==> config.mk <==
export PLATFORM = sky130hd
export DESIGN_NAME = unidade_controle
export DESIGN_NICKNAME = d
export VERILOG_FILES = /design/src/rtl/uc_pkg.sv /design/src/rtl/banco_registradores.sv /design/src/rtl/unidade_controle.sv
export SDC_FILE = /design/constraint.sdc
export NUM_CORES = 1
export LEC_CHECK = 0
export BUFFER_PORTS_ARGS = -buffer_cell sky130_fd_sc_hd__buf_4
export CORE_MARGIN = 2
export CORE_UTILIZATION = 60
export CTS_CLUSTER_SIZE = 30
export DETAILED_ROUTE_END_ITERATION = 6
export PLACE_DENSITY = 0.93
export SYNTH_ARGS = -nofsm -noshare
export SYNTH_HDL_FRONTEND = slang
export SYNTH_SLANG_ARGS = --single-unit
==> constraint.sdc <==
create_clock -name clk -period 4.33 [get_ports clk]
set_clock_uncertainty 0.15 [all_clocks]
set_input_delay 0.2165 -clock clk [delete_from_list [all_inputs] [get_ports clk]]
set_output_delay 0.2165 -clock clk [all_outputs]
set_load 0.02 [all_outputs]
==> src/rtl/uc_pkg.sv <==
// Shared definitions for the unidade_controle control unit: FSM states,
// opcode constants and instruction field positions.
package uc_pkg;

  localparam int DATA_W   = 8;
  localparam int NUM_REGS = 4;
  localparam int INSTR_W  = 16;

  typedef enum logic [1:0] {
    BUSCA      = 2'd0,
    DECODIFICA = 2'd1,
    EXECUTA    = 2'd2,
    PARADO     = 2'd3
  } estado_t;

  localparam logic [3:0] OP_ULA_MAX = 4'b1011;
  localparam logic [3:0] OP_DIV     = 4'b0100;
  localparam logic [3:0] OP_LDI     = 4'b1100;
  localparam logic [3:0] OP_JMP     = 4'b1101;
  localparam logic [3:0] OP_HALT    = 4'b1110;
  localparam logic [3:0] OP_NOP     = 4'b1111;

  localparam int OP_HI  = 15;
  localparam int OP_LO  = 12;
  localparam int RD_HI  = 11;
  localparam int RD_LO  = 10;
  localparam int RS_HI  = 9;
  localparam int RS_LO  = 8;
  localparam int RT_HI  = 7;
  localparam int RT_LO  = 6;
  localparam int IMM_HI = 7;
  localparam int IMM_LO = 0;

  function automatic logic eh_op_ula(input logic [3:0] op);
    return op <= OP_ULA_MAX;
  endfunction

endpackage

==> src/rtl/banco_registradores.sv <==
// 4x8 register bank: two combinational operand reads, one debug read,
// one synchronous write port; all registers clear on reset.
module banco_registradores
  import uc_pkg::*;
(
  input  logic              clk,
  input  logic              rst,
  input  logic              we,
  input  logic [1:0]        waddr,
  input  logic [DATA_W-1:0] wdata,
  input  logic [1:0]        raddr_a,
  output logic [DATA_W-1:0] rdata_a,
  input  logic [1:0]        raddr_b,
  output logic [DATA_W-1:0] rdata_b,
  input  logic [1:0]        raddr_dbg,
  output logic [DATA_W-1:0] rdata_dbg
);

  logic [DATA_W-1:0] regs_q [NUM_REGS];
  logic [DATA_W-1:0] regs_d [NUM_REGS];

  always_comb begin
    regs_d = regs_q;
    if (we) regs_d[waddr] = wdata;
  end

  always_ff @(posedge clk) begin
    if (rst) regs_q <= '{default: '0};
    else     regs_q <= regs_d;
  end

  // Reads see the pre-write value, so rd==rs reads the old contents.
  assign rdata_a   = regs_q[raddr_a];
  assign rdata_b   = regs_q[raddr_b];
  assign rdata_dbg = regs_q[raddr_dbg];

endmodule

==> src/rtl/unidade_controle.sv <==
// Multi-cycle fetch/decode/execute control unit for the 8-bit CPU.
// Optional feature macro: UC_DIV0_TRAP_EN (trap on DIV by zero).
//
// state      | meaning
// BUSCA      | mem_req high, wait for mem_ack, latch instruction, pc+1
// DECODIFICA | load ALU operands, or finish LDI/JMP/NOP/HALT
// EXECUTA    | write ALU result to R[rd]
// PARADO     | halted until reset
module unidade_controle
  import uc_pkg::*;
#(
  parameter int              PC_W     = 8,
  parameter logic [PC_W-1:0] RESET_PC = '0
) (
  input  logic              clk,
  input  logic              rst,
  output logic              mem_req,
  output logic [PC_W-1:0]   mem_addr,
  input  logic              mem_ack,
  input  logic [INSTR_W-1:0] mem_instr,
  output logic [DATA_W-1:0] ula_a,
  output logic [DATA_W-1:0] ula_b,
  output logic [3:0]        ula_opcode,
  input  logic [DATA_W-1:0] ula_resultado,
  input  logic [1:0]        reg_sel,
  output logic [DATA_W-1:0] reg_dado,
  output logic              parado,
  output logic              erro
);

  estado_t              estado_q, estado_d;
  logic [PC_W-1:0]      pc_q, pc_d;
  logic [INSTR_W-1:0]   instr_q, instr_d;
  logic                 mem_req_q, mem_req_d;
  logic [DATA_W-1:0]    ula_a_q, ula_a_d;
  logic [DATA_W-1:0]    ula_b_q, ula_b_d;
  logic [3:0]           ula_opcode_q, ula_opcode_d;
  logic                 parado_q, parado_d;
  logic                 erro_q, erro_d;

  logic [3:0]           op;
  logic [1:0]           rd, rs, rt;
  logic [DATA_W-1:0]    imm;
  logic                 we;
  logic [DATA_W-1:0]    wdata;
  logic [DATA_W-1:0]    rdata_a, rdata_b;
  logic                 div0;

  assign op  = instr_q[OP_HI:OP_LO];
  assign rd  = instr_q[RD_HI:RD_LO];
  assign rs  = instr_q[RS_HI:RS_LO];
  assign rt  = instr_q[RT_HI:RT_LO];
  assign imm = instr_q[IMM_HI:IMM_LO];

  banco_registradores u_banco (
    .clk       (clk),
    .rst       (rst),
    .we        (we),
    .waddr     (rd),
    .wdata     (wdata),
    .raddr_a   (rs),
    .rdata_a   (rdata_a),
    .raddr_b   (rt),
    .rdata_b   (rdata_b),
    .raddr_dbg (reg_sel),
    .rdata_dbg (reg_dado)
  );

`ifdef UC_DIV0_TRAP_EN
  assign div0 = (ula_opcode_q == OP_DIV) && (ula_b_q == '0);
`else
  assign div0 = 1'b0;
`endif

  always_comb begin
    estado_d     = estado_q;
    pc_d         = pc_q;
    instr_d      = instr_q;
    mem_req_d    = 1'b0;
    ula_a_d      = ula_a_q;
    ula_b_d      = ula_b_q;
    ula_opcode_d = ula_opcode_q;
    parado_d     = parado_q;
    erro_d       = erro_q;
    we           = 1'b0;
    wdata        = ula_resultado;

    case (estado_q)
      BUSCA: begin
        // An ack only counts while a request is actually on the bus.
        if (mem_req_q && mem_ack) begin
          instr_d  = mem_instr;
          pc_d     = pc_q + PC_W'(1);
          estado_d = DECODIFICA;
        end else begin
          mem_req_d = 1'b1;
        end
      end
      DECODIFICA: begin
        if (eh_op_ula(op)) begin
          ula_a_d      = rdata_a;
          ula_b_d      = rdata_b;
          ula_opcode_d = op;
          estado_d     = EXECUTA;
        end else begin
          estado_d  = BUSCA;
          mem_req_d = 1'b1;
          case (op)
            OP_LDI: begin
              we    = 1'b1;
              wdata = imm;
            end
            OP_JMP:  pc_d = PC_W'(imm);
            OP_HALT: begin
              estado_d  = PARADO;
              parado_d  = 1'b1;
              mem_req_d = 1'b0;
            end
            default: ;
          endcase
        end
      end
      EXECUTA: begin
        if (div0) begin
          erro_d   = 1'b1;
          parado_d = 1'b1;
          estado_d = PARADO;
        end else begin
          we        = 1'b1;
          mem_req_d = 1'b1;
          estado_d  = BUSCA;
        end
      end
      PARADO:  ;
      default: estado_d = BUSCA;
    endcase
  end

  always_ff @(posedge clk) begin
    if (rst) begin
      estado_q     <= BUSCA;
      pc_q         <= RESET_PC;
      instr_q      <= '0;
      mem_req_q    <= 1'b0;
      ula_a_q      <= '0;
      ula_b_q      <= '0;
      ula_opcode_q <= '0;
      parado_q     <= 1'b0;
      erro_q       <= 1'b0;
    end else begin
      estado_q     <= estado_d;
      pc_q         <= pc_d;
      instr_q      <= instr_d;
      mem_req_q    <= mem_req_d;
      ula_a_q      <= ula_a_d;
      ula_b_q      <= ula_b_d;
      ula_opcode_q <= ula_opcode_d;
      parado_q     <= parado_d;
      erro_q       <= erro_d;
    end
  end

  assign mem_req    = mem_req_q;
  assign mem_addr   = pc_q;
  assign ula_a      = ula_a_q;
  assign ula_b      = ula_b_q;
  assign ula_opcode = ula_opcode_q;
  assign parado     = parado_q;
  assign erro       = erro_q;

endmodule

After elaboration in Yosys (flattened, before gate mapping). Index checks and enable logic that the tools add are counted. W data, S select, Z words.

Register bits after elaboration: 80. Logic and storage cells: 72. Bits of input ports: 29. Output and inout port bits: 39.

Reduce and logical (&&, ||, !) cells: 10. Equality and inequality tests: 8. Add/sub/neg operators: 1. Bitwise operators: 5. Multiplexer cells: 30. Magnitude comparators: 6.

Operators by type and width (count): $mux W8 (13); $bmux W8 S2 (3); $bwmux W32 (1); $demux W8 S2 (1); $pmux W8 S2 (1); $eq A4 B4 Y1 const B (3); $ge A3 B3 Y1 const B (4); $not A2 Y3 (4); $add A8 B1 Y8 const B (1); $mux W2 (3); $pmux W2 S3 (1); $reduce_and A2 Y1 (3); $mux W1 (5); $le A4 B4 Y1 const B (1); $ne A2 B2 Y1 const B (2); $reduce_and A4 Y1 (1); $lt A3 B1 Y1 const B (1); $pmux W1 S3 (1); $reduce_and A3 Y1 (1); $reduce_bool A3 Y1 (1); $eq A2 B1 Y1 const B (1); $eq A2 B2 Y1 const B (1); $logic_and A1 B1 Y1 (2); $logic_not A2 Y1 (1); other kinds (4) (4).

Logic depth before layout (Yosys ltp). Gate-level depths: netlist of the first run.

Depth in word-level cells: 6. Depth in mapped cells: 8.

Cells and area by module. Synthesis of the first run repeated with hierarchy kept, for this count alone.

Cell total of the unflattened synthesis: 414. Area total of the unflattened synthesis: 3996.3 µm².

By module, submodules not included: unidade_controle (area an instance 2140.8 µm², instances 1, cells each 268, seq. area each 960.9 µm²); banco_registradores (area an instance 1855.5 µm², instances 1, cells each 146, seq. area each 640.6 µm²).

Worst setup path before layout of the first run. OpenSTA, ideal clock, no wires.

Path kind: register to register. From: reg estado_q[0]. To: reg u_banco.regs_q[30] (netlist name). Clock period less this slack: 2.093 ns. Data arrival time: 1.864 ns. Path slack: 2.237 ns. Cell stages (with the launch flop): 9. Setup time: 0.079 ns. Path through: dfxtp_1 inv_1 ha_1 buf_4 or4b_4 o21ai_4 buf_6 nor2_1 a211oi_2.

Cells in the longest elaborated chain, start to end: 3.

RTL lines: from (decl) (line unidade_controle.sv:31) `estado_t estado_q, estado_d;`; from (signal assigned) (line unidade_controle.sv:151) `estado_q <= estado_d;`; $eq A2 B1 Y1 (line unidade_controle.sv:88) `case (estado_q)`; $mux W8 (line unidade_controle.sv:88); $bwmux W32 (line banco_registradores.sv:24) `if (we) regs_d[waddr] = wdata;`; to (signal assigned) (line banco_registradores.sv:29) `else regs_q <= regs_d;`; to (decl) (line banco_registradores.sv:19) `logic [DATA_W-1:0] regs_q [NUM_REGS];`.

Several ways; a longest one is shown, not always the timed one. A chain may end at the register's enable or synchronous reset.

Final worst setup path of the first run.
From: reg estado_q[0]. To: reg u_banco.regs_q[16] (netlist name).

Same word-level chain as after synthesis.

==> results of run 1 <==
final cells by class:
cell class	count	area, µm²
inverter	5	18.77
timing repair buffer	82	655.6
clock inverter	5	33.78
clock buffer	11	131.4
tap	77	96.34
sequential	80	1602
fill	453	1680
multi-input combinational	305	2205
power breakdown:
group	total (mW)	switching, mW	internal [mW]	leakage [nW]
registers	0.824	0.0570	0.767	0.646
logic	0.355	0.221	0.134	0.927
clock network	0.481	0.273	0.208	0.0793
total	1.66	0.551	1.11	1.65
routing by layer:
metal / global-route usage, % / routed length, µm / vias to the layer above / part of all wire, %
met1: 32.52 / 3879 / 1619 / 41
met4: 10.82 / 201 / 0 / 2.1
met5: 0 / 0 / - / 0
li1: - / - / 1663 / -
met3: 4.235 / 663 / 16 / 7.1
met2: 43.89 / 4655 / 143 / 50
worst paths after layout:
check / start / endpoint / slack [ns] / depth (start not counted)
worst min-delay path: ula_resultado[7] / u_banco.regs_q[31]$_SDFFE_PP0P_ / 0.16 / 3
worst max-delay path: estado_q[0]$_SDFFE_PP0P_ / u_banco.regs_q[16]$_SDFFE_PP0P_ / 1.49 / 5
worst min register to register: ula_b[5]$_SDFFE_PP0P_ / ula_b[5]$_SDFFE_PP0P_ / 0.31 / 2
worst max register to register: estado_q[0]$_SDFFE_PP0P_ / u_banco.regs_q[16]$_SDFFE_PP0P_ / 1.49 / 5
repair_timing:
item | CTS | global route
hold endpoints to repair | 16 | 0
hold buffers | 16 | 0
buffers inserted | 0 | 0
endpoints found under the setup margin | 0 | 0
sequential cells by signal, indices dropped and copies added (netlist names):
| signal | count |
|---|---|
| u_banco.regs_q | 32 |
| instr_q | 16 |
| mem_addr | 8 |
| ula_a | 8 |
| ula_b | 8 |
| ula_opcode | 4 |
| estado_q | 2 |
| mem_req | 1 |
| parado | 1 |
stage by stage:
step / setup slack, ns / power [mW] / utilization (%) / cells / instance area (µm²)
final: 1.488 / 1.659 / 73.84 / 565 / 4742
after global routing: 1.288 / 1.727 / 73.84 / 565 / 4742
after CTS: 1.512 / 1.654 / 73.84 / 565 / 4742
after detailed placement: 1.575 / 1.177 / 68.77 / 533 / 4417
after global placement: 1.724 / 1.165 / 68.77 / 533 / 4417
after floorplan: 2.237 / 1.102 / - / 422 / 4018
placed cells by master (no fill, tap or decap), drive strengths merged, types with 3 or more instances in the layout:
| master | count |
|---|---|
| nand4 | 3 |
| dlygate4sd3 | 16 |
| nor3 | 8 |
| clkbuf | 11 |
| a21oi | 45 |
| o21ai | 9 |
| mux4 | 24 |
| nand2 | 76 |
| a211oi | 33 |
| ha | 6 |
| nor2 | 45 |
| nand4b | 5 |
| buf | 66 |
| inv | 5 |
| clkinv | 3 |
| dfxtp | 80 |
| o32ai | 3 |
| mux2i | 9 |
| a31oi | 4 |
| nand3 | 6 |
| and2b | 3 |
worst max-delay path, stage by stage (launching register included):
cell and delay [ns]:
sky130_fd_sc_hd__dfxtp_1 0.42, sky130_fd_sc_hd__ha_1 0.83, sky130_fd_sc_hd__nand4b_4 0.38, sky130_fd_sc_hd__o21ai_4 0.52, sky130_fd_sc_hd__nor2_1 0.12, sky130_fd_sc_hd__a211oi_1 0.30
cells by family after synthesis:
logic type,count (synthesis)
DFF,80
buffers and inverters,37
muxes,33
adders and majority gates,6
AOI/OAI and AO/OA,101
other,1
and+or+nand+nor,164
==> tab_implementation.tex, run 1 <==
\begin{tabular}{lr}
\hline
Metric & Value \\
\hline
\multicolumn{2}{l}{\textbf{Synthesis}} \\
Post-Synth XOR/XNOR Area & 0\% \\
Sequential fraction of the synthesis area & 39.86\% \\
Share of the synthesized area in the top cell type & 39.86\% \\
Area contributors post-synth & sky130\_fd\_sc\_hd\_\_dfxtp\_1, sky130\_fd\_sc\_hd\_\_mux4\_2, sky130\_fd\_sc\_hd\_\_nand2\_1, sky130\_fd\_sc\_hd\_\_a211oi\_1, sky130\_fd\_sc\_hd\_\_a21oi\_1 \\
Share of the synthesized area in compound gates (AO/OA/AOI/OAI) & 17.38\% \\
Most numerous cell types in the synthesized netlist & sky130\_fd\_sc\_hd\_\_dfxtp\_1, sky130\_fd\_sc\_hd\_\_nand2\_1, sky130\_fd\_sc\_hd\_\_a21oi\_1, sky130\_fd\_sc\_hd\_\_nor2\_1, sky130\_fd\_sc\_hd\_\_a211oi\_1 \\
Number of warnings printed during yosys synthesis & 0 \\
Dominant cell type by area after synthesis & sky130\_fd\_sc\_hd\_\_dfxtp\_1 \\
Area of the mapped netlist & 0.004018 mm² \\
Fraction of registers with async set or reset after synthesis & 0\% \\
Post-Synthesis Mean Instance Area & 9.520 µm² \\
Number of nets in the synthesized netlist & 457 \\
Number of different library cells in the post-synthesis netlist & 49 \\
Library cell with the highest instance count after synthesis & sky130\_fd\_sc\_hd\_\_dfxtp\_1 \\
Simple-Gate Fraction of Synth Area & 19.84\% \\
Most frequently used flop master after synthesis & sky130\_fd\_sc\_hd\_\_dfxtp\_1 \\
Adder and majority gate portion of the synthesized area & 1.869\% \\
Number of storage elements in the synthesis netlist & 80 \\
Number of flops mapped to enable cells by yosys & 0 \\
Post-synthesis cell count & 422 \\
Largest family of logic cells by synthesized area & simple AND/OR/NAND/NOR gates \\
Post-synthesis mux area share & 15.70\% \\
\multicolumn{2}{l}{\textbf{Drt}} \\
WL/cell & 16.64 µm \\
Wire length reported by the detailed router & 9399 µm \\
First-pass iteration count of the detailed router & 7 \\
Drt first-iter violations & 296 \\
Vias post-DR & 3441 \\
Via-to-Cell Ratio & 6.090 \\
Post-DRT Antenna Nets & 0 \\
DR DRC count & 8 \\
\multicolumn{2}{l}{\textbf{Worst setup path}} \\
Required time reported for the critical path endpoint & 4.42 ns \\
Critical path class & register to register \\
Kind of end point of the critical path & register \\
Worst-path fanout max & 30 \\
Worst Path Arrival & 2.94 ns \\
Nature of the critical path startpoint & register \\
\multicolumn{2}{l}{\textbf{Flow run}} \\
Max Cap Violations & 0 \\
\multicolumn{2}{l}{\textbf{Min path}} \\
Hold Path Class & primary input to register \\
\multicolumn{2}{l}{\textbf{Floorplanning}} \\
Placeable core area & 0.006422 mm² \\
Starting density of the core & 62.56\% \\
Top Ports & 68 \\
FP Rows & 29 \\
Overall die width & 85.83 µm \\
Die outline height & 85.83 µm \\
Die footprint & 0.007367 mm² \\
\multicolumn{2}{l}{\textbf{STA}} \\
Number of max-slew violations in the final report & 0 \\
Fmax achieved & 351.9 MHz \\
Minimum hold slack & 0.1593 ns \\
Final hold violation count & 0 \\
Final worst-path cycle share & 65.63\% \\
Total Negative Setup Slacks & 0 ns \\
Relative slew margins & 35.39\% \\
Unrepaired setup endpoints after global routing & no \\
Final setup violation count & 0 \\
Final worst path period need & 2.842 ns \\
Slew at the pin with the worst max-slew slack & 0.9692 ns \\
\multicolumn{2}{l}{\textbf{Global route}} \\
First-pass GRT wire length & 14780 µm \\
Vias in the first global route & 3084 \\
Total track usage & 25.76\% \\
Largest net degree at the start of global routing & 81 \\
Overflow left after global routing & 0 \\
Number of antenna violations at the first check in global routing & 0 \\
\multicolumn{2}{l}{\textbf{Final layout}} \\
Layout net count & 518 \\
Layout cell share with drive strength beyond 1 & 25.20\% \\
Area overhead of the layout relative to synthesis & 18.03\% \\
Number of antenna diodes & 0 \\
\multicolumn{2}{l}{\textbf{Power}} \\
Peak VDD IR & 0.2737 mV \\
Power Density & 349.9 mW/mm² \\
Total leakage power & 1.652 nW \\
\multicolumn{2}{l}{\textbf{Clock network}} \\
Number of gates given a new drive strength after cts & 0 \\
Clock latency at the later pin of the worst-skew pair & 0.35 ns \\
Clock tree root buffer cell & sky130\_fd\_sc\_hd\_\_clkbuf\_8 \\
Clock tree from TritonCTS & done \\
Number of CTS-inserted buffers & 9 \\
CTS max path bufs & 2 \\
H-tree levels & 3 \\
\# clock sinks & 80 \\
Clock-pin transition on the worst setup and hold timing paths & 0.08 ns \\
\multicolumn{2}{l}{\textbf{Placed design}} \\
Final estimated routing congestion in global placement & 0.8458 \\
PortBufs & 66 \\
Post-detail-place hpwl & 6413 µm \\
\multicolumn{2}{l}{\textbf{Outcome}} \\
Result of the run & finished with violations \\
Violated checks & DRC \\
\hline
\end{tabular}
Power figures use the tool's default switching activity.
==> run 2, diff against run 1 <==
--- a/config.mk
+++ b/config.mk
@@ -7,10 +7,10 @@
 export LEC_CHECK = 0
 export BUFFER_PORTS_ARGS = -buffer_cell sky130_fd_sc_hd__buf_4
 export CORE_MARGIN = 2
-export CORE_UTILIZATION = 60
+export CORE_UTILIZATION = 56
 export CTS_CLUSTER_SIZE = 30
 export DETAILED_ROUTE_END_ITERATION = 6
-export PLACE_DENSITY = 0.93
+export PLACE_DENSITY = 0.89
 export SYNTH_ARGS = -nofsm -noshare
 export SYNTH_HDL_FRONTEND = slang
 export SYNTH_SLANG_ARGS = --single-unit
==> constraint.sdc (replaced) <==
create_clock -name clk -period 2.85 [get_ports clk]
set_clock_uncertainty 0.15 [all_clocks]
set_input_delay 0.1425 -clock clk [delete_from_list [all_inputs] [get_ports clk]]
set_output_delay 0.1425 -clock clk [all_outputs]
set_load 0.02 [all_outputs]
==> run 2 against run 1 <==
  * The run now ends clean
  * Highest routed layer unchanged
  * Register-to-register slack lost 1.1 ns
  * Critical path depth increased by 1
  * Clock-buffer cell count down 1
  * Largest cell class unchanged
  * Fmax is 17% higher
  * Worst setup slack worse by 1.1 ns
  * Non-clock buffer count increased by 1
  * Critical path type unchanged
==> tab_implementation.tex, run 2 (synthesized netlist as in run 1, its figures left out) <==
\begin{tabular}{lr}
\hline
Metric & Value \\
\hline
\multicolumn{2}{l}{\textbf{Outcome}} \\
Result of the run & finished clean \\
\multicolumn{2}{l}{\textbf{Final layout}} \\
Layout net count & 519 (+0.19\%) \\
Fill cell instance count of the final layout & 536 (+18\%) \\
Top reg by flops & u\_banco.regs\_q \\
Most frequent standard cell in the layout excluding fill and tap cells & sky130\_fd\_sc\_hd\_\_dfxtp\_1 \\
Largest regs & u\_banco.regs\_q: 32 flops, instr\_q: 16 flops \\
Layout cell share with drive strength beyond 1 & 25.26\% (+0.052 points) \\
Final instance count without filler cells & 583 (+3.2\%) \\
Commonest cells after routing, fill and taps aside & sky130\_fd\_sc\_hd\_\_dfxtp\_1, sky130\_fd\_sc\_hd\_\_nand2\_1, sky130\_fd\_sc\_hd\_\_buf\_4, sky130\_fd\_sc\_hd\_\_nor2\_1, sky130\_fd\_sc\_hd\_\_a21oi\_1 \\
Number of flip-flops in the largest register & 32 (unchanged) \\
Number of antenna diodes & 0 (unchanged) \\
Area overhead of the layout relative to synthesis & 19.06\% \\
\multicolumn{2}{l}{\textbf{Clock network}} \\
Clock latency at the later pin of the worst-skew pair & 0.35 ns (about the same) \\
H-tree levels & 3 (unchanged) \\
CTS max path bufs & 2 (unchanged) \\
\# clock sinks & 80 (unchanged) \\
Post-CTS setup buffer count & 0 (unchanged) \\
Number of CTS-inserted buffers & 9 (unchanged) \\
Clock-pin transition on the worst setup and hold timing paths & 0.08 ns (about the same) \\
Clock tree from TritonCTS & done \\
Clock tree root buffer cell & sky130\_fd\_sc\_hd\_\_clkbuf\_8 \\
\multicolumn{2}{l}{\textbf{Global route}} \\
Total track usage & 25.87\% (+0.11 points) \\
Overflow left after global routing & 0 (unchanged) \\
First-pass GRT wire length & 15550 µm (+5.2\%) \\
Number of antenna violations at the first check in global routing & 0 (unchanged) \\
Largest net degree at the start of global routing & 81 (unchanged) \\
Vias in the first global route & 3313 (+7.4\%) \\
\multicolumn{2}{l}{\textbf{STA}} \\
Fmax achieved & 410.0 MHz (+17\%) \\
Final worst-path cycle share & 85.58\% (+20 points) \\
Final hold violation count & 0 (unchanged) \\
Number of max-slew violations in the final report & 0 (unchanged) \\
Final setup violation count & 0 (unchanged) \\
Relative slew margins & 45.52\% (+10 points) \\
Total Negative Setup Slacks & 0 ns (unchanged) \\
Final worst path period need & 2.439 ns (-0.4027 ns) \\
Unrepaired setup endpoints after global routing & no \\
Slew at the pin with the worst max-slew slack & 0.8172 ns (-0.1520 ns) \\
\multicolumn{2}{l}{\textbf{Worst setup path}} \\
Startpoint of the worst-slack reg-to-reg timing path & estado\_q[0]\$\_SDFFE\_PP0P\_ \\
Reg2reg path depth & 6 (+1) \\
Required time reported for the critical path endpoint & 2.96 ns (-1.46 ns) \\
Critical path class & register to register \\
Kind of end point of the critical path & register \\
Nature of the critical path startpoint & register \\
Worst reg2reg endpoint & u\_banco.regs\_q[26]\$\_SDFFE\_PP0P\_ \\
Worst Path Arrival & 2.55 ns (-0.39 ns) \\
Register-to-register setup slack & 0.41 ns (-1.08 ns) \\
Worst-path fanout max & 16 (-47\%) \\
\multicolumn{2}{l}{\textbf{Power}} \\
Switching power of the nets & 825.3 µW (+50\%) \\
Post-layout total power & 2.590 mW (+56\%) \\
Sequential share of power & 48.4\% (-1.2 points) \\
Clock share of power & 30.4\% (+1.4 points) \\
Total leakage power & 1.666 nW (+0.84\%) \\
Peak VDD IR & 0.5182 mV (+89\%) \\
Power share of the combinational group & 21.2\% (-0.2 points) \\
Switching part of the total power & 31.87\% (-1.4 points) \\
Int Pwr & 1.765 mW (+59\%) \\
Power Density & 541.5 mW/mm² (+55\%) \\
\multicolumn{2}{l}{\textbf{Floorplanning}} \\
Placeable core area & 0.006869 mm² (+7.0\%) \\
Starting density of the core & 58.49\% (-4.1 points) \\
Die outline height & 88.70 µm (+3.3\%) \\
Top Ports & 68 (unchanged) \\
Overall die width & 88.70 µm (+3.3\%) \\
FP Rows & 30 (+3.4\%) \\
Die footprint & 0.007868 mm² (+6.8\%) \\
\multicolumn{2}{l}{\textbf{Placed design}} \\
PortBufs & 66 (unchanged) \\
Post-detail-place hpwl & 6709 µm (+4.6\%) \\
Post-Place Cells & 553 (+3.8\%) \\
Final estimated routing congestion in global placement & 0.8792 (+3.9\%) \\
\multicolumn{2}{l}{\textbf{Flow run}} \\
Max Cap Violations & 0 (unchanged) \\
\multicolumn{2}{l}{\textbf{Min path}} \\
Endpoint of the worst hold path & u\_banco.regs\_q[16]\$\_SDFFE\_PP0P\_ \\
Hold Path Class & primary input to register \\
Worst hold path cell count & 3 (unchanged) \\
Hold Crit Start & ula\_resultado[0] \\
\multicolumn{2}{l}{\textbf{Drt}} \\
WL/cell & 16.82 µm (+1.1\%) \\
Via-to-Cell Ratio & 5.892 (-3.3\%) \\
Wire length reported by the detailed router & 9808 µm (+4.4\%) \\
Post-DRT Antenna Nets & 0 (unchanged) \\
DR DRC count & 0 (-8) \\
First-pass iteration count of the detailed router & 4 (-3) \\
Vias post-DR & 3435 (-0.17\%) \\
Drt first-iter violations & 297 (+0.34\%) \\
\hline
\end{tabular}
## run 2: critical path: stages, from the launching register on
cell,delay [ns]
sky130_fd_sc_hd__dfxtp_1,0.42
sky130_fd_sc_hd__inv_1,0.09
sky130_fd_sc_hd__ha_1,0.44
sky130_fd_sc_hd__or4b_4,0.51
sky130_fd_sc_hd__o21ai_4,0.37
sky130_fd_sc_hd__nor2_1,0.12
sky130_fd_sc_hd__a211oi_1,0.24
## run 2: metal layers
| layer | up-vias | GRT usage [%] | part of all wire [%] |
|---|---|---|---|
| met5 | - | 0 | 0 |
| met1 | 1633 | 31.34 | 41 |
| li1 | 1655 | - | - |
| met3 | 15 | 4.757 | 6.5 |
| met2 | 132 | 45.59 | 51 |
| met4 | 0 | 9.780 | 1.6 |
## run 2: what timing repair did
action / CTS / global route
hold endpoints to repair: 16 / 0
gates resized for setup: 0 / 0
hold buffers: 16 / 0
## run 2: how the worst max path moves through the flow
stage / end / slack [ns] / startpoint
CTS: u_banco.regs_q[26]$_SDFFE_PP0P_ / 0.44 / estado_q[0]$_SDFFE_PP0P_
detailed placement: u_banco.regs_q[26]$_SDFFE_PP0P_ / 0.45 / estado_q[0]$_SDFFE_PP0P_
floorplan: u_banco.regs_q[30]$_SDFFE_PP0P_ / 0.76 / estado_q[0]$_SDFFE_PP0P_
global placement: u_banco.regs_q[31]$_SDFFE_PP0P_ / 0.65 / estado_q[0]$_SDFFE_PP0P_
global route: u_banco.regs_q[26]$_SDFFE_PP0P_ / 0.27 / estado_q[0]$_SDFFE_PP0P_
finish: u_banco.regs_q[26]$_SDFFE_PP0P_ / 0.41 / estado_q[0]$_SDFFE_PP0P_
## run 2: power groups by stage
stage / combinational (mW) / sequential, mW / clock [mW]
floorplan: 0.416 / 1.26 / 0
global placement: 0.506 / 1.27 / 0
detailed placement: 0.524 / 1.28 / 0
CTS: 0.544 / 1.25 / 0.799
global route: 0.599 / 1.26 / 0.842
finish: 0.550 / 1.25 / 0.788
## run 2: final cells by class
type,instances,area (µm²),share of cell area (%)
Multi-Input combinational cell,305,2205,46.09
Tap cell,96,120.1,2.511
Sequential cell,80,1602,33.48
Inverter,5,18.77,0.3924
Clock inverter,4,47.55,0.9940
Timing Repair Buffer,83,663.1,13.86
Clock buffer,10,127.6,2.668
## run 2: stage by stage
step	hold WS (ns)	util, %	worst slack (ns)	instance area [µm²]
2_1_floorplan	0.1285	-	0.7569	4018
3_3_place_gp	0.2387	64.75	0.6502	4448
3_5_place_dp	0.2476	64.75	0.4490	4448
4_1_cts	0.07828	69.64	0.4371	4783
5_1_grt	0.09984	69.64	0.2731	4783
6_report	0.09031	69.64	0.4110	4783
==> run 3, diff against run 2 <==
--- a/config.mk
+++ b/config.mk
@@ -11,6 +11,7 @@
 export CTS_CLUSTER_SIZE = 30
 export DETAILED_ROUTE_END_ITERATION = 6
 export PLACE_DENSITY = 0.89
+export REMOVE_ABC_BUFFERS = 1
 export SYNTH_ARGS = -nofsm -noshare
 export SYNTH_HDL_FRONTEND = slang
 export SYNTH_SLANG_ARGS = --single-unit
==> run 3 against run 2 <==
  * Non-clock buffer count increased by 1
  * Via count increased by 2.9%
  * Largest power group unchanged
  * Total power increased by 1.8%
==> tab_implementation.tex, run 3 (synthesized netlist as in run 1, its figures left out) <==
\begin{tabular}{lr}
\hline
Metric & Value \\
\hline
\multicolumn{2}{l}{\textbf{Min path}} \\
Hold Crit Start & ula\_resultado[4] \\
Endpoint of the worst hold path & u\_banco.regs\_q[20]\$\_SDFFE\_PP0P\_ \\
Hold Path Class & primary input to register \\
Worst hold path cell count & 3 (unchanged) \\
\multicolumn{2}{l}{\textbf{Drt}} \\
First-pass iteration count of the detailed router & 5 (+1) \\
Wire length reported by the detailed router & 10090 µm (+2.9\%) \\
Drt first-iter violations & 318 (+7.1\%) \\
Via-to-Cell Ratio & 6.032 (+2.4\%) \\
DR DRC count & 0 (unchanged) \\
Vias post-DR & 3535 (+2.9\%) \\
Post-DRT Antenna Nets & 0 (unchanged) \\
WL/cell & 17.22 µm (+2.3\%) \\
\multicolumn{2}{l}{\textbf{Final layout}} \\
Most frequent standard cell in the layout excluding fill and tap cells & sky130\_fd\_sc\_hd\_\_dfxtp\_1 \\
Area of all placed cells without fillers & 0.004810 mm² (+0.55\%) \\
Largest regs & u\_banco.regs\_q: 32 flops, instr\_q: 16 flops \\
Layout cell share with drive strength beyond 1 & 25.92\% (+0.66 points) \\
Top reg by flops & u\_banco.regs\_q \\
Number of antenna diodes & 0 (unchanged) \\
Number of flip-flops in the largest register & 32 (unchanged) \\
Commonest cells after routing, fill and taps aside & sky130\_fd\_sc\_hd\_\_dfxtp\_1, sky130\_fd\_sc\_hd\_\_nand2\_1, sky130\_fd\_sc\_hd\_\_buf\_4, sky130\_fd\_sc\_hd\_\_nor2\_1, sky130\_fd\_sc\_hd\_\_a21oi\_1 \\
Area overhead of the layout relative to synthesis & 19.71\% \\
Fill cell instance count of the final layout & 503 (-6.2\%) \\
Layout net count & 520 (+0.19\%) \\
\multicolumn{2}{l}{\textbf{Global route}} \\
Vias in the first global route & 3394 (+2.4\%) \\
GR Util met1 & 32.01\% (+0.67 points) \\
Largest net degree at the start of global routing & 53 (-35\%) \\
Total track usage & 27.01\% (+1.1 points) \\
First-pass GRT wire length & 16110 µm (+3.6\%) \\
Met2 capacity usage during global routing & 47.42\% (+1.8 points) \\
Overflow left after global routing & 0 (unchanged) \\
Met3 track demand over resource in global routing & 6.157\% (+1.4 points) \\
Number of antenna violations at the first check in global routing & 0 (unchanged) \\
Grt peak-use layer & met2 \\
\multicolumn{2}{l}{\textbf{Clock network}} \\
CTS max path bufs & 2 (unchanged) \\
H-tree levels & 3 (unchanged) \\
Clock latency at the later pin of the worst-skew pair & 0.35 ns (about the same) \\
Clock tree root buffer cell & sky130\_fd\_sc\_hd\_\_clkbuf\_8 \\
\# clock sinks & 80 (unchanged) \\
Clock-pin transition on the worst setup and hold timing paths & 0.08 ns (about the same) \\
Clock tree from TritonCTS & done \\
Post-CTS setup buffer count & 0 (unchanged) \\
Number of CTS-inserted buffers & 9 (unchanged) \\
\multicolumn{2}{l}{\textbf{Placed design}} \\
Final estimated routing congestion in global placement & 0.8427 (-4.2\%) \\
Placement Cell Area & 0.004456 mm² (+0.17\%) \\
PortBufs & 66 (unchanged) \\
Post-detail-place hpwl & 6755 µm (+0.68\%) \\
\multicolumn{2}{l}{\textbf{Worst setup path}} \\
Startpoint of the worst-slack reg-to-reg timing path & estado\_q[0]\$\_SDFFE\_PP0P\_ \\
Kind of end point of the critical path & register \\
Register-to-register setup slack & 0.43 ns (+0.02 ns) \\
Reg2reg path depth & 6 (unchanged) \\
Worst Path Arrival & 2.53 ns (-0.02 ns) \\
Worst reg2reg endpoint & u\_banco.regs\_q[31]\$\_SDFFE\_PP0P\_ \\
Nature of the critical path startpoint & register \\
Critical path class & register to register \\
Worst-path fanout max & 16 (unchanged) \\
Required time reported for the critical path endpoint & 2.96 ns (about the same) \\
\multicolumn{2}{l}{\textbf{Outcome}} \\
Result of the run & finished clean \\
\multicolumn{2}{l}{\textbf{STA}} \\
Total Negative Setup Slacks & 0 ns (unchanged) \\
Final worst path period need & 2.419 ns (-0.02006 ns) \\
Number of max-slew violations in the final report & 0 (unchanged) \\
Final hold violation count & 0 (unchanged) \\
Slew at the pin with the worst max-slew slack & 0.7520 ns (-0.06520 ns) \\
Fmax achieved & 413.4 MHz (+0.83\%) \\
Unrepaired setup endpoints after global routing & no \\
Relative slew margins & 49.80\% (+4.3 points) \\
Final setup violation count & 0 (unchanged) \\
Final worst-path cycle share & 84.88\% (-0.70 points) \\
\multicolumn{2}{l}{\textbf{Floorplanning}} \\
Die outline height & 88.70 µm (unchanged) \\
Die footprint & 0.007868 mm² (unchanged) \\
Placeable core area & 0.006869 mm² (unchanged) \\
FP Rows & 30 (unchanged) \\
Overall die width & 88.70 µm (unchanged) \\
Starting density of the core & 58.49\% (unchanged) \\
Top Ports & 68 (unchanged) \\
\multicolumn{2}{l}{\textbf{Power}} \\
Total leakage power & 1.682 nW (+0.97\%) \\
Power Density & 548.2 mW/mm² (+1.2\%) \\
Peak VDD IR & 0.3945 mV (-24\%) \\
\multicolumn{2}{l}{\textbf{Flow run}} \\
Max Cap Violations & 0 (unchanged) \\
\hline
\end{tabular}
[run 3: worst max-delay path, cell delays in order (launching register included)]
cell and delay, ns:
sky130_fd_sc_hd__dfxtp_1 0.42, sky130_fd_sc_hd__inv_1 0.09, sky130_fd_sc_hd__ha_1 0.43, sky130_fd_sc_hd__or4b_4 0.51, sky130_fd_sc_hd__o21ai_4 0.40, sky130_fd_sc_hd__nor2_1 0.12
sky130_fd_sc_hd__a211oi_2 0.21
[run 3: repair_timing]
action	in CTS	in global routing
hold buffers	16	0
resized for setup	0	0
hold endpoints to repair	16	0
[run 3: routing by layer]
| metal | vias to the layer above | part of all wire (%) |
|---|---|---|
| met4 | 0 | 1.8 |
| li1 | 1663 | - |
| met1 | 1678 | 40 |
| met5 | - | 0 |
| met3 | 20 | 7.0 |
| met2 | 174 | 52 |
[run 3: worst max-delay path by stage]
stage	from	to	slack [ns]	depth (start not counted)
after floorplan	estado_q[1]$_SDFFE_PP0P_	u_banco.regs_q[14]$_SDFFE_PP0P_	0.48	6
after global placement	estado_q[0]$_SDFFE_PP0P_	u_banco.regs_q[31]$_SDFFE_PP0P_	0.62	6
after detailed placement	estado_q[0]$_SDFFE_PP0P_	u_banco.regs_q[31]$_SDFFE_PP0P_	0.47	6
after CTS	estado_q[0]$_SDFFE_PP0P_	u_banco.regs_q[31]$_SDFFE_PP0P_	0.43	6
after global routing	estado_q[0]$_SDFFE_PP0P_	u_banco.regs_q[29]$_SDFFE_PP0P_	0.20	6
final	estado_q[0]$_SDFFE_PP0P_	u_banco.regs_q[31]$_SDFFE_PP0P_	0.43	6
[run 3: cell type report]
class	instances	area [µm²]	area share (%)
clock buffers	9	123.9	2.575
inverters	5	18.77	0.3902
clock inverters	7	70.07	1.457
well taps	96	120.1	2.497
flip-flops and latches	80	1602	33.30
repair buffers	84	670.6	13.94
multi-input cells	305	2205	45.84
[run 3: metrics by stage]
step	hold WS [ns]	power (mW)	util [%]	std cells	setup slack (ns)
5_1_grt	0.09631	2.759	70.02	586	0.1993
6_report	0.09295	2.637	70.02	586	0.4310
3_3_place_gp	0.2401	1.785	64.86	554	0.6242
3_5_place_dp	0.2495	1.809	64.86	554	0.4660
4_1_cts	0.08381	2.631	70.02	586	0.4326
2_1_floorplan	0.05715	1.596	-	390	0.4838
[run 3: power by group]
part	switching, mW	total, mW	internal, mW
combinational	0.347	0.556	0.209
sequential	0.0883	1.25	1.16
clock	0.423	0.827	0.405
total	0.858	2.64	1.78
